`config.mk`:
```
export PLATFORM = sky130hd
export DESIGN_NAME = seq_div_16x8
export DESIGN_NICKNAME = d
export VERILOG_FILES = /design/src/rtl/seq_div_16x8.sv
export SDC_FILE = /design/constraint.sdc
export NUM_CORES = 1
export LEC_CHECK = 0
export CAP_MARGIN = 10
export CORE_UTILIZATION = 30
export CTS_CLUSTER_SIZE = 20
export DETAILED_ROUTE_END_ITERATION = 16
export REMOVE_ABC_BUFFERS = 1
export SETUP_SLACK_MARGIN = 0.4
export SYNTH_ARGS = -nofsm -noshare
export SYNTH_HDL_FRONTEND = slang
export SYNTH_SLANG_ARGS = --single-unit
```
`constraint.sdc`:
```
create_clock -name clk -period 4.85 [get_ports clk]
set_clock_uncertainty 0.2 [all_clocks]
set_input_delay 1.2125 -clock clk [delete_from_list [all_inputs] [get_ports clk]]
set_output_delay 1.2125 -clock clk [all_outputs]
set_load 0.05 [all_outputs]
```
`src/rtl/seq_div_16x8.sv`:
```
// rtl/seq_div_16x8.sv - sequential 16-bit by 8-bit unsigned restoring divider
//
// Purpose:
//   Divides a 16-bit unsigned dividend by an 8-bit unsigned divisor, one
//   quotient bit per clock, behind valid/ready handshakes on both sides.
//   Divide-by-zero skips the iteration loop and returns Q=16'hFFFF, R=A[7:0]
//   with dz=1.
//
// Ports:
//   clk        rising-edge clock
//   rst_n      asynchronous active-low reset
//   in_valid   operands valid
//   in_ready   divider can accept operands (only in IDLE)
//   A          dividend, unsigned, 16 bits
//   B          divisor, unsigned, 8 bits
//   out_valid  result valid (only in DONE)
//   out_ready  consumer accepts result
//   Q          quotient, 16 bits (held after the handshake)
//   R          remainder, 8 bits (held after the handshake)
//   dz         divide-by-zero flag for the current result
//
// Configuration:
//   APPROX_DIV_EN  when defined, only 16-TRUNC iterations run; Q carries the
//                  exact upper quotient bits left-aligned with the low TRUNC
//                  bits zero, and R is forced to 0. TRUNC must be 0..15.

module seq_div_16x8 #(
  parameter int unsigned TRUNC = 4
) (
  input  logic        clk,
  input  logic        rst_n,
  input  logic        in_valid,
  output logic        in_ready,
  input  logic [15:0] A,
  input  logic [7:0]  B,
  output logic        out_valid,
  input  logic        out_ready,
  output logic [15:0] Q,
  output logic [7:0]  R,
  output logic        dz
);

  typedef enum logic [1:0] {
    S_IDLE = 2'd0,
    S_CALC = 2'd1,
    S_DONE = 2'd2
  } state_t;

`ifdef APPROX_DIV_EN
  localparam int unsigned NUM_ITER = 16 - TRUNC;
`else
  localparam int unsigned NUM_ITER = 16;
`endif
  localparam logic [4:0] LAST_ITER = 5'(NUM_ITER - 1);

  if (TRUNC > 15) begin : g_trunc_range
    $error("seq_div_16x8: TRUNC must be in 0..15");
  end

  state_t      state_q, state_d;
  logic [7:0]  b_q, b_d;
  // Partial remainder. It is always < B after every step, so 8 bits hold
  // it; the extra bit needed during the compare lives only in trial below.
  logic [7:0]  p_q, p_d;
  logic [15:0] qsr_q, qsr_d;
  logic [4:0]  cnt_q, cnt_d;
  logic [15:0] q_q, q_d;
  logic [7:0]  r_q, r_d;
  logic        dz_q, dz_d;

  // One restoring step. trial is 9 bits wide so that shifting a partial
  // remainder with its MSB set does not wrap before the compare.
  logic [8:0]  trial;
  logic        take;
  logic [7:0]  p_iter;
  logic [15:0] qsr_iter;

  always_comb begin
    trial    = {p_q, qsr_q[15]};
    take     = (trial >= {1'b0, b_q});
    // When take is set the true difference is < B <= 255, so the low
    // 8 bits of the modulo-256 subtraction are the exact result.
    p_iter   = take ? (trial[7:0] - b_q) : trial[7:0];
    qsr_iter = {qsr_q[14:0], take};
  end

  always_comb begin
    state_d   = state_q;
    b_d       = b_q;
    p_d       = p_q;
    qsr_d     = qsr_q;
    cnt_d     = cnt_q;
    q_d       = q_q;
    r_d       = r_q;
    dz_d      = dz_q;
    in_ready  = 1'b0;
    out_valid = 1'b0;

    unique case (state_q)
      S_IDLE: begin
        in_ready = 1'b1;
        if (in_valid) begin
          b_d = B;
          if (B == 8'd0) begin
            q_d     = 16'hFFFF;
            r_d     = A[7:0];
            dz_d    = 1'b1;
            state_d = S_DONE;
          end else begin
            p_d     = 8'd0;
            qsr_d   = A;
            cnt_d   = 5'd0;
            state_d = S_CALC;
          end
        end
      end

      S_CALC: begin
        p_d   = p_iter;
        qsr_d = qsr_iter;
        cnt_d = cnt_q + 5'd1;
        if (cnt_q == LAST_ITER) begin
`ifdef APPROX_DIV_EN
          // The low NUM_ITER bits of the shift register are the quotient
          // of A[15:TRUNC] / B; shifting by TRUNC left-aligns them and
          // discards the unconsumed dividend bits above them.
          q_d = qsr_iter << TRUNC;
          r_d = 8'd0;
`else
          q_d = qsr_iter;
          r_d = p_iter;
`endif
          dz_d    = 1'b0;
          state_d = S_DONE;
        end
      end

      S_DONE: begin
        out_valid = 1'b1;
        if (out_ready) begin
          state_d = S_IDLE;
        end
      end

      default: begin
        state_d = S_IDLE;
      end
    endcase
  end

  always_ff @(posedge clk or negedge rst_n) begin
    if (!rst_n) begin
      state_q <= S_IDLE;
      b_q     <= 8'd0;
      p_q     <= 8'd0;
      qsr_q   <= 16'd0;
      cnt_q   <= 5'd0;
      q_q     <= 16'd0;
      r_q     <= 8'd0;
      dz_q    <= 1'b0;
    end else begin
      state_q <= state_d;
      b_q     <= b_d;
      p_q     <= p_d;
      qsr_q   <= qsr_d;
      cnt_q   <= cnt_d;
      q_q     <= q_d;
      r_q     <= r_d;
      dz_q    <= dz_d;
    end
  end

  assign Q  = q_q;
  assign R  = r_q;
  assign dz = dz_q;

endmodule

```
==> run summary, run 1 <==
The filler cells instantiated in the layout total 1060. The first TritonRoute pass finished after 5 iterations. The time the worst path needs with I/O delays and setup came out at 3.46 ns.

The per-cell via count in the routed design is 4.89. The power per unit of standard cell area is 814 mW/mm^2. The proportion of power drawn by the clock network came out at 13.0%. The final number of setup-violating endpoints is 0. The leakage dissipation came out at 1.71 nW. For this run, the leading register cell type out of synthesis is dfrtp_1.

Clock tree synthesis inserted a total of 9 buffers. The synthesized design contains 64 register bits. The clock passes through at most 2 buffers. The via count of the first global-routing pass is 2513. At the pin with the least slew margin, the transition time is 1.04 ns. The total number of placement rows is 37. The I/O pin total came out at 55. At the end of routability-driven placement, the weighted congestion stood at 0.801. The final setup slack of the worst path came out at 1.39 ns. The clock reaches the later pin of the worst-skew pair after 0.34 ns.

The fraction of registers with async set or reset after synthesis came out at 100%. The die width came out at 105 um. The first routing iteration left 110 violations. The share of final-layout standard cells stronger than drive strength 1 came out at 8.42%.

The flow ran to the end, and the final reports show no timing, DRC or antenna violations. The hold path depth came out at 1. The detail route stage leaves a number of antenna-violating nets equal to 0. The net load switching power came out at 1.55 mW.

Setup repair after global routing left no endpoint under its margin. The overall routing resource usage is 14.2%. The post-cts resize count came out at 0. The net switching share of the total power is 47.7%. The layout overhead on the synthesized area came out at 25.5%. The maximum level of the CTS H-tree is 3. The overflow left after global routing came out at 0. During placement, the flow inserted port buffers numbering 54. The number of failing hold endpoints at the final stage is 0. For the worst setup path, the data required time is 3.44 ns. The clock slew seen by the registers of the worst setup and hold paths came out at 0.08 ns.

The area of the core is 0.0103 mm^2. The final cycle utilization of the critical path came out at 71.3%. The worst setup path is captured at an output port. The die boundary height is 105 um. The internal power of the cells came out at 1.69 mW. In this run the tightest slew margin relative to its limit is 30.9%. The number of cells on the worst reg-to-reg path is 5. After synthesis, the cell types taking the most area are dfrtp_1, nand2_1, nor2_1.

The combinational share of power came out at 56.6%. The instance count of the mapped netlist came out at 338. The final sum of negative setup slack is 0 ns. The post-CTS setup buffer count is 0. The pre-CTS setup slack came out at 1.41 ns. The relative contribution of sequential cells to total power came out at 30.4%.

The number of design rule violations left after detail routing came out at 0. The upper clock frequency limit is 0.289 GHz. The largest net degree at the start of global routing is 46. The average size of a mapped cell is 9.37 um^2.

The total count of max-transition violations in the final report was 0. TritonCTS built the clock tree. The first-pass GRT wire length came out at 12300 um.

The number of warnings issued by yosys is 0. Buffers inserted to repair hold after CTS numbered 0. The root cell of the clock tree is clkbuf_8. The via count is 2581. The post-synthesis instance area came out at 0.00317 mm^2. The worst setup path is launched from a flip-flop. At the end of the flow, the number of nets in the layout was 426. The sum of net half-perimeters after detailed placement came out at 5240 um. The number of violations of the max-capacitance limit came out at 0.

The total die area came out at 0.0110 mm^2. The arrival time of the worst setup path is 2.04 ns. The maximum resistive drop on vdd came out at 0.248 mV. By startpoint and endpoint, the worst setup path is classified as flip-flop to output port. The count of flip-flops with a built-in enable after synthesis came out at 0.

The worst hold path belongs to the class flip-flop to flip-flop. The total routed wirelength is 7480 um. Of the post-synthesis cell area, the dominant cell type holds 50.6%. The initial cell density of the core came out at 30.8%. The count of different cell masters after synthesis came out at 43. The number of antenna violations at the first check in global routing came out at 0. Summing the sequential cell areas from Yosys gives 50.6% of the chip area. The sink count of the clock tree is 64. The repair_antennas step left the layout with diodes totalling 0. The library cell with the largest summed area after synthesis is dfrtp_1. Dividing the detail-routed wire length by the instance count gives 14.2 um. The maximum net fanout on the critical path came out at 10.
[power groups by stage]
stage               Sequential [mW]  Clock, mW  Combinational [mW]
finish                        0.982      0.421                1.83
global route                   1.01      0.450                2.01
CTS                           0.982      0.428                1.84
detailed placement            0.990          0                1.83
global placement              0.990          0                1.79
floorplan                      1.25          0                1.03
[kinds of logic (layout without fill, tap and decap cells)]
| family | count (synthesis) | count (layout) | share of synthesized area (%) |
|---|---|---|---|
| adders and majority gates | 11 | 11 | 4.58 |
| and+or+nand+nor | 118 | 118 | 16.6 |
| xor gates and xnor gates | 6 | 6 | 1.66 |
| muxes | 4 | 4 | 1.30 |
| AOI/OAI and AO/OA | 95 | 95 | 19.6 |
| buffers and inverters | 40 | 94 | 5.73 |
| DFF | 64 | 64 | 50.6 |
[layer usage]
metal	global-route usage [%]	wire, um
met1	19.6	3620
met2	21.2	3320
met3	3.24	433
met4	6.14	112
met5	0	0
[cell type report]
| class | instances | area [um^2] | area share [%] |
|---|---|---|---|
| Sequential cell | 64 | 1600 | 40.3 |
| Tap cell | 136 | 170 | 4.28 |
| Multi-Input combinational cell | 234 | 1380 | 34.8 |
| Clock buffer | 10 | 138 | 3.46 |
| Inverter | 21 | 78.8 | 1.98 |
| Clock inverter | 6 | 45.0 | 1.13 |
| Timing Repair Buffer | 57 | 558 | 14.0 |
[path summary, 6_finish.rpt]
| kind | startpoint | endpoint | slack, ns |
|---|---|---|---|
| worst min register to register | Q[8]$_DFFE_PN0P_ | Q[8]$_DFFE_PN0P_ | 0.30 |
| worst max register to register | state_q[0]$_DFFE_PN0P_ | R[5]$_DFFE_PN0P_ | 2.21 |
| worst max-delay path | state_q[0]$_DFFE_PN0P_ | out_valid | 1.39 |
| min in group asynchronous | rst_n | b_q[7]$_DFFE_PN0P_ | 0.85 |
| max in group asynchronous | rst_n | cnt_q[0]$_DFFE_PN0P_ | 2.75 |
| worst min-delay path | Q[8]$_DFFE_PN0P_ | Q[8]$_DFFE_PN0P_ | 0.30 |
[sequential cells by signal (all words and copies together), names as in the netlist]
name	cells
Q	16
b_q	8
dz	1
state_q	2
R	8
cnt_q	5
qsr_q	16
p_q	8
[worst max-delay path: stages (launching register included)]
cell and delay [ns]:
dfrtp_1 0.53, inv_1 0.22, nand2_1 0.09, inv_1 0.07, clkdlybuf4s50_1 0.79
[Yosys cell counts, types with 3 or more instances]
cell	instances
nand3_1	3
mux2i_1	3
nand2_1	53
nand2b_1	4
o21ai_1	4
a22o_1	4
inv_1	21
o22a_1	9
a31oi_1	22
nor2_1	41
clkbuf_1	8
a21oi_2	4
xor2_1	4
o22ai_1	4
ha_1	10
o21ai_0	18
a211oi_1	5
a21oi_1	15
buf_2	7
a21o_1	3
dfrtp_1	64
[per-stage QoR]
stage	area, um^2	power (mW)	utilization, %	instances	hold slack (ns)
after floorplan	3060	2.28	-	319	0.268
after global placement	3790	2.78	36.9	512	0.281
after detailed placement	3790	2.82	36.9	512	0.281
after CTS	3980	3.25	38.7	528	0.302
after global routing	3980	3.48	38.7	528	0.313
final	3980	3.24	38.7	528	0.297
[cells in the final DEF, fill, tap and decap left out, types with 9 or more instances in the layout]
cell type	count
o21ai_0	18
clkbuf_8	10
a21oi_1	15
dfrtp_1	64
ha_1	10
o22a_1	9
nor2_1	41
nand2_1	53
clkdlybuf4s50_1	53
a31oi_1	22
inv_1	21
Note: power is estimated with default switching activity, not from simulation.
==> inputs of run 2 (changes only) <==
==> constraint.sdc (replaced) <==
create_clock -name clk -period 3.5 [get_ports clk]
set_clock_uncertainty 0.2 [all_clocks]
set_input_delay 0.875 -clock clk [delete_from_list [all_inputs] [get_ports clk]]
set_output_delay 0.875 -clock clk [all_outputs]
set_load 0.05 [all_outputs]
==> run 2 against run 1 <==
Cell count increased by 0.76%. Count of clock-buffer cells in the layout increased by 1. Die area unchanged. Register-to-register slack got worse by 1.3 ns. Setup slack got worse by 0.93 ns. Global-route usage increased by 1.0 points. Design area increased by 2.0%. Sequential cell count unchanged. Hold slack got worse by 0.0037 ns.
==> run summary, run 2 (same netlist as run 1, synthesis figures left out) <==
The flow ran to the end, and the final reports show no timing, DRC or antenna violations. The count of input and output buffers is 54. After detailed placement, the total cell area comes to 0.00383 mm^2. The number of antenna violations at the first check in global routing was 0. Before CTS, the worst setup slack after placement is 0.412 ns. The total die area came out at 0.0110 mm^2. The number of failing hold endpoints at the final stage came out at 0. The share of the core filled with cells in the final layout came out at 39.5%. The overall power after layout came out at 4.63 mW. The antenna diode count came out at 0. The worst hold path class is flip-flop to flip-flop. Net switching is 46.0% of the power.

The origin of the worst min-delay path is Q[12]$_DFFE_PN0P_. Setup repair after global routing left no endpoint under its margin. The final sum of negative setup slack came out at 0 ns. The total count of max-transition violations in the final report came out at 0. The maximum resistive drop on vdd came out at 0.357 mV. The clock slew seen by the registers of the worst setup and hold paths is 0.07 ns. For the worst setup path, the data required time is 2.42 ns. The via count of the first global-routing pass came to 2499. The clock latency reported for the late side of the worst-skew pair is 0.34 ns. The analysis attributes to net switching a power of 2.13 mW. The I/O pin total is 55. For hold timing, the worst endpoint is Q[12]$_DFFE_PN0P_.

The sink count of the clock tree came out at 64. The count of cells in the finished layout, fillers not included, comes to 532. The worst slack on hold paths came out at 0.294 ns. Global routing consumed, over all layers together, 15.2% of the routing resources. The path type of the worst setup path is flip-flop to output port. The total number of placement rows is 37.

In this run, the number of DRC markers left after iteration 0 of detailed routing was 120. The number of buffers on the longest clock path is 2. The worst setup path startpoint is state_q[0]$_DFFE_PN0P_.

After the last flow step, the layout net total stands at 430. Buffers added to address setup during post-CTS repair amount to 0. Cell internal power was estimated by the tool at 2.50 mW. The layout overhead on the synthesized area is 28.1%. The number of buffers created by CTS is 9.

The upper clock frequency limit is 0.329 GHz. The tool flagged a number of max-cap violations equal to 0. The number of placed instances, taps included came out at 516. The worst setup path is captured at an output port. Setup violations remaining at the end of the flow were counted as 0. The worst path uses 86.7% of the clock period. The leakage dissipation came out at 1.76 nW. The worst register-to-register path ends at p_q[7]$_DFFE_PN0P_. The worst register-to-register path begins at p_q[5]$_DFFE_PN0P_. Dividing the detail-routed wire length by the instance count gives 14.5 um. The number of cells on the worst reg-to-reg path is 7. The per-cell via count in the routed design came out at 4.89.

The total routed wirelength is 7740 um. The via count is 2604. The category of the worst setup path launch point is a flip-flop. The final setup slack of the worst path is 0.465 ns. The die boundary height is 105 um. In the routed design, unresolved DRC markers number 0.

Once layout is done, the placed cells without fillers occupy 0.00406 mm^2. The headroom to the max-slew limit is 49.1%. The clock tree from TritonCTS is built.

The area of the core came out at 0.0103 mm^2. The global placement routability congestion is 0.797. The leading cell type in the layout, fill and taps excluded is dfrtp_1.

The arrival time of the worst setup path came out at 1.96 ns. The relative contribution of sequential cells to total power is 29.5%. The maximum level of the CTS H-tree came out at 3. The minimum setup slack among reg-to-reg paths came out at 0.87 ns. The hold path depth is 1. The time the worst path needs with I/O delays and setup came out at 3.04 ns. The first global-routing pass estimated 12800 um of wire.

The largest net degree at the start of global routing came out at 37. The antenna violation net count after detailed routing came out at 0. The clock network accounts for 15.3% of the total power. The power per unit of standard cell area is 1140 mW/mm^2. The sum of net half-perimeters after detailed placement came out at 5490 um. The share of total power dissipated in combinational logic is 55.2%. Leaving out fill and tap cells, the most frequent cells in the layout are dfrtp_1, nand2_1, clkdlybuf4s50_1, nor2_1, a31oi_1. The share of final-layout standard cells stronger than drive strength 1 came out at 9.09%. At the pin with the least slew margin, the transition time is 0.763 ns.

Once the floorplan was initialized, standard cells occupied 30.8% of the core. The die is 105 um wide. The iteration count of the initial detailed-routing pass came out at 4.

The root buffer cell chosen for the clock tree is clkbuf_8. The overflow left after global routing came out at 0. The maximum net fanout on the critical path came out at 10.
[run 2: cell types whose count changed in the layout (fill, tap and decap cells not counted), sizes merged]
cell	previous run	this run
dlygate4sd2	0	1
clkdlybuf4s50	53	52
clkinvlp	3	2
buf	4	8
clkbuf	10	11
bufinv	0	2
clkinv	3	1
[run 2: power by group through the flow]
stage                     logic [mW]  registers, mW  clock network [mW]
after floorplan                 1.43           1.73                   0
after global placement          2.50           1.37                   0
after detailed placement        2.56           1.38                   0
after CTS                       2.57           1.37               0.723
after global routing            2.81           1.41               0.757
final                           2.55           1.37               0.708
[run 2: repair_timing]
item | in CTS | in global routing
endpoints found under the setup margin | 1 | 0
resized for setup | 1 | 0
hold buffers | 0 | 0
[run 2: cell type report]
class	count	area (um^2)
fillers	1050	6220
flip-flops and latches	64	1600
multi-input cells	234	1380
repair buffers	61	599
well taps	136	170
clock buffers	11	141
clock inverters	5	80.1
inverters	21	78.8
[run 2: how the worst max path moves through the flow]
stage | endpoint
after floorplan | R[7]$_DFFE_PN0P_
after global placement | qsr_q[6]$_DFFE_PN0P_
after detailed placement | qsr_q[3]$_DFFE_PN0P_
after CTS | in_ready
after global routing | in_ready
final | in_ready
[run 2: layer usage]
| metal | part of all wire (%) | GRT usage, % | up-vias |
|---|---|---|---|
| met3 | 4.3 | 3.49 | 12 |
| met4 | 1.5 | 7.04 | 0 |
| met1 | 47 | 20.5 | 1263 |
| li1 | - | - | 1271 |
| met5 | 0 | 0 | - |
| met2 | 47 | 23.1 | 58 |
[run 2: worst max-delay path, cell delays in order (launching register included)]
cell	delay, ns
dfrtp_1	0.54
nor2_1	0.24
clkdlybuf4s50_1	0.84
==> inputs of run 3 (changes only) <==
==> constraint.sdc (replaced) <==
create_clock -name clk -period 3.5 [get_ports clk]
set_clock_uncertainty 0.2 [all_clocks]
set_input_delay 0.875 -clock clk [delete_from_list [all_inputs] [get_ports clk]]
set_output_delay 0.875 -clock clk [all_outputs]
set_load 0.005 [all_outputs]
==> run 3 against run 2 <==
Non-clock buffer count did not move. First-iteration DRC count unchanged. Critical endpoint is now out_valid. Design area barely moved. Largest cell class unchanged.
==> run summary, run 3 (same netlist as run 1, synthesis figures left out) <==
The I/O pin total is 55. The worst hold path class is flip-flop to flip-flop. The final cell area excluding filler cells came out at 0.00406 mm^2.

The maximum net fanout on the critical path is 10. The internal power of the cells is 2.50 mW. The total routed wirelength is 7740 um.

The root cell of the clock tree is clkbuf_8. Along the worst hold path, the cell count comes to 1. The number of nets in the finished design is 430. The area of the multi-input gates is 0.00138 mm^2. Registers are responsible for 32.7% of the overall power. The per-cell routed wire length came out at 14.5 um. The combinational share of power came out at 50.4%. Across the run, the number of max-cap violations was 0. The largest net degree at the start of global routing came out at 37. The hold buffer count at cts came out at 0.

For the pin with the worst max-slew slack, the measured transition is 0.763 ns. The total die area came out at 0.0110 mm^2. The number of antenna violations at the first check in global routing is 0.

The number of design rule violations left after detail routing is 0. The arrival time of the worst setup path came out at 1.73 ns. STA classifies the critical path endpoint as an output port. The initial cell density of the core is 30.8%. The number of placed instances, taps included is 516.

The clock latency reported for the late side of the worst-skew pair came out at 0.34 ns. TritonCTS built the clock tree. The overall routing resource usage came out at 15.2%. The top cell types in the final layout, fill and taps aside, are dfrtp_1, nand2_1, clkdlybuf4s50_1, nor2_1, a31oi_1. The overflow left after global routing came out at 0. The post-cts resize count came out at 0. The critical path is of the flip-flop to output port type. The iteration count of the initial detailed-routing pass came out at 4. The final sum of negative setup slack is 0 ns.

The clock slew seen by the registers of the worst setup and hold paths came out at 0.07 ns. The die width came out at 105 um. After clock tree synthesis, the setup repair step added 0 buffers. The category of the worst setup path launch point is a flip-flop. The maximum resistive drop on vdd is 0.298 mV.

The maximum level of the CTS H-tree is 3. The proportion of power drawn by the clock network came out at 16.9%. The clock period could shrink to 2.81 ns. Measured against its own limit, the worst slew margin works out to 49.1%. The total number of placement rows is 37.

The area of the core came out at 0.0103 mm^2. The leakage dissipation came out at 1.76 nW. The HPWL after detailed placement is 5490 um. The share of the core filled with cells in the final layout came out at 39.5%. The layout has 1049 filler cells. The total count of max-transition violations in the final report is 0.

The number of buffers created by CTS came out at 9. The final cycle utilization of the critical path is 80.2%. Once layout is complete, the cells apart from fillers number 532. Setup repair after global routing left no endpoint under its margin. The final number of setup-violating endpoints came out at 0. The library cell appearing most often on the critical path is inv_1.

The number of cells on the worst reg-to-reg path is 7. The number of buffers on the longest clock path came out at 2. The net load switching power came out at 1.68 mW. In this run the tool buffered the top-level ports with 54 buffer cells. In this design, the largest share of critical-path delay is due to buffers and inverters. The first-pass GRT wire length is 12800 um. The slowest stage of the critical path is the dfrtp_1 cell. The via count of the first global-routing pass is 2499. The signal on the critical path passes through inv_1, nand2_1, inv_1, clkdlybuf4s50_1.

The antenna diode count is 0. Once routing completed, OpenROAD measured the worst setup slack at 0.694 ns. The cell count along the critical path is 4. The layout overhead on the synthesized area came out at 28.1%. On the worst path, the slowest cell contributes a delay of 0.54 ns. The global placement routability congestion is 0.797. Leaving out fill and tap cells, the most frequent cell in the layout is dfrtp_1. The placement-stage cell area came out at 0.00383 mm^2. Based on the critical path, the design can be clocked at up to 0.356 GHz. Cells with a size suffix above 1 make up 9.09% of the layout. The required time at the worst-slack endpoint came out at 2.42 ns. The pre-CTS setup slack is 0.412 ns. The via count is 2604.

The minimum setup slack among reg-to-reg paths is 0.87 ns. In this run, the number of DRC markers left after iteration 0 of detailed routing was 120. Power spread over the standard cell area amounts to 1030 mW/mm^2. The die boundary height came out at 105 um. Dividing the detail-routed via count by the number of cells gives 4.89. The number of failing hold endpoints at the final stage came out at 0.

The sink count of the clock tree is 64. The area taken by flip-flops and latches came out at 0.00160 mm^2. The net switching share of the total power came out at 40.1%. The number of buffer and inverter instances along the worst setup path came out at 3. The flow ran to the end, and the final reports show no timing, DRC or antenna violations. The antenna violation net count after detailed routing came out at 0.
## run 3: cell count changes in the layout (fill, tap and decap cells not counted)
cell / change
clkdlybuf4s50_1: +1
dlygate4sd2_1: -1
## run 3: worst paths after layout
path / start / end
worst min register to register: Q[12]$_DFFE_PN0P_ / Q[12]$_DFFE_PN0P_
worst max register to register: p_q[5]$_DFFE_PN0P_ / p_q[7]$_DFFE_PN0P_
worst max-delay path: state_q[0]$_DFFE_PN0P_ / out_valid
max in group asynchronous: rst_n / p_q[1]$_DFFE_PN0P_
min in group asynchronous: rst_n / b_q[3]$_DFFE_PN0P_
worst min-delay path: Q[12]$_DFFE_PN0P_ / Q[12]$_DFFE_PN0P_
## run 3: power groups by stage
stage	sequential [mW]	combinational [mW]	clock, mW
after floorplan	1.31	1.40	0
after global placement	1.37	2.05	0
after detailed placement	1.38	2.11	0
after CTS	1.37	2.12	0.723
after global routing	1.41	2.36	0.757
final	1.37	2.10	0.708
## run 3: worst register-to-register path, delay by kind of cell, from the launching register on
family / cells / cell delay, ns
AO/OA/AOI/OAI: 6 / 1.61
flip-flops: 1 / 0.42
adder cells (fa/ha/maj): 1 / 0.36
## run 3: stage by stage
step	hold slack [ns]	power, mW
floorplan	0.268	2.72
global placement	0.281	3.42
detailed placement	0.280	3.49
CTS	0.298	4.21
global route	0.318	4.53
finish	0.294	4.18
## run 3: area by class of cell
type                            instances  area share, %
Sequential cell                        64           39.5
Multi-Input combinational cell        234           34.1
Timing Repair Buffer                   61           14.8
Tap cell                              136           4.19
Clock buffer                           11           3.49
Clock inverter                          5           1.97
Inverter                               21           1.94
## run 3: layer usage
layer	vias up	track usage, %	wire length (um)
met5	-	0	0
met4	0	7.04	116
met3	12	3.49	331
met2	58	23.1	3640
met1	1263	20.5	3650
li1	1271	-	-
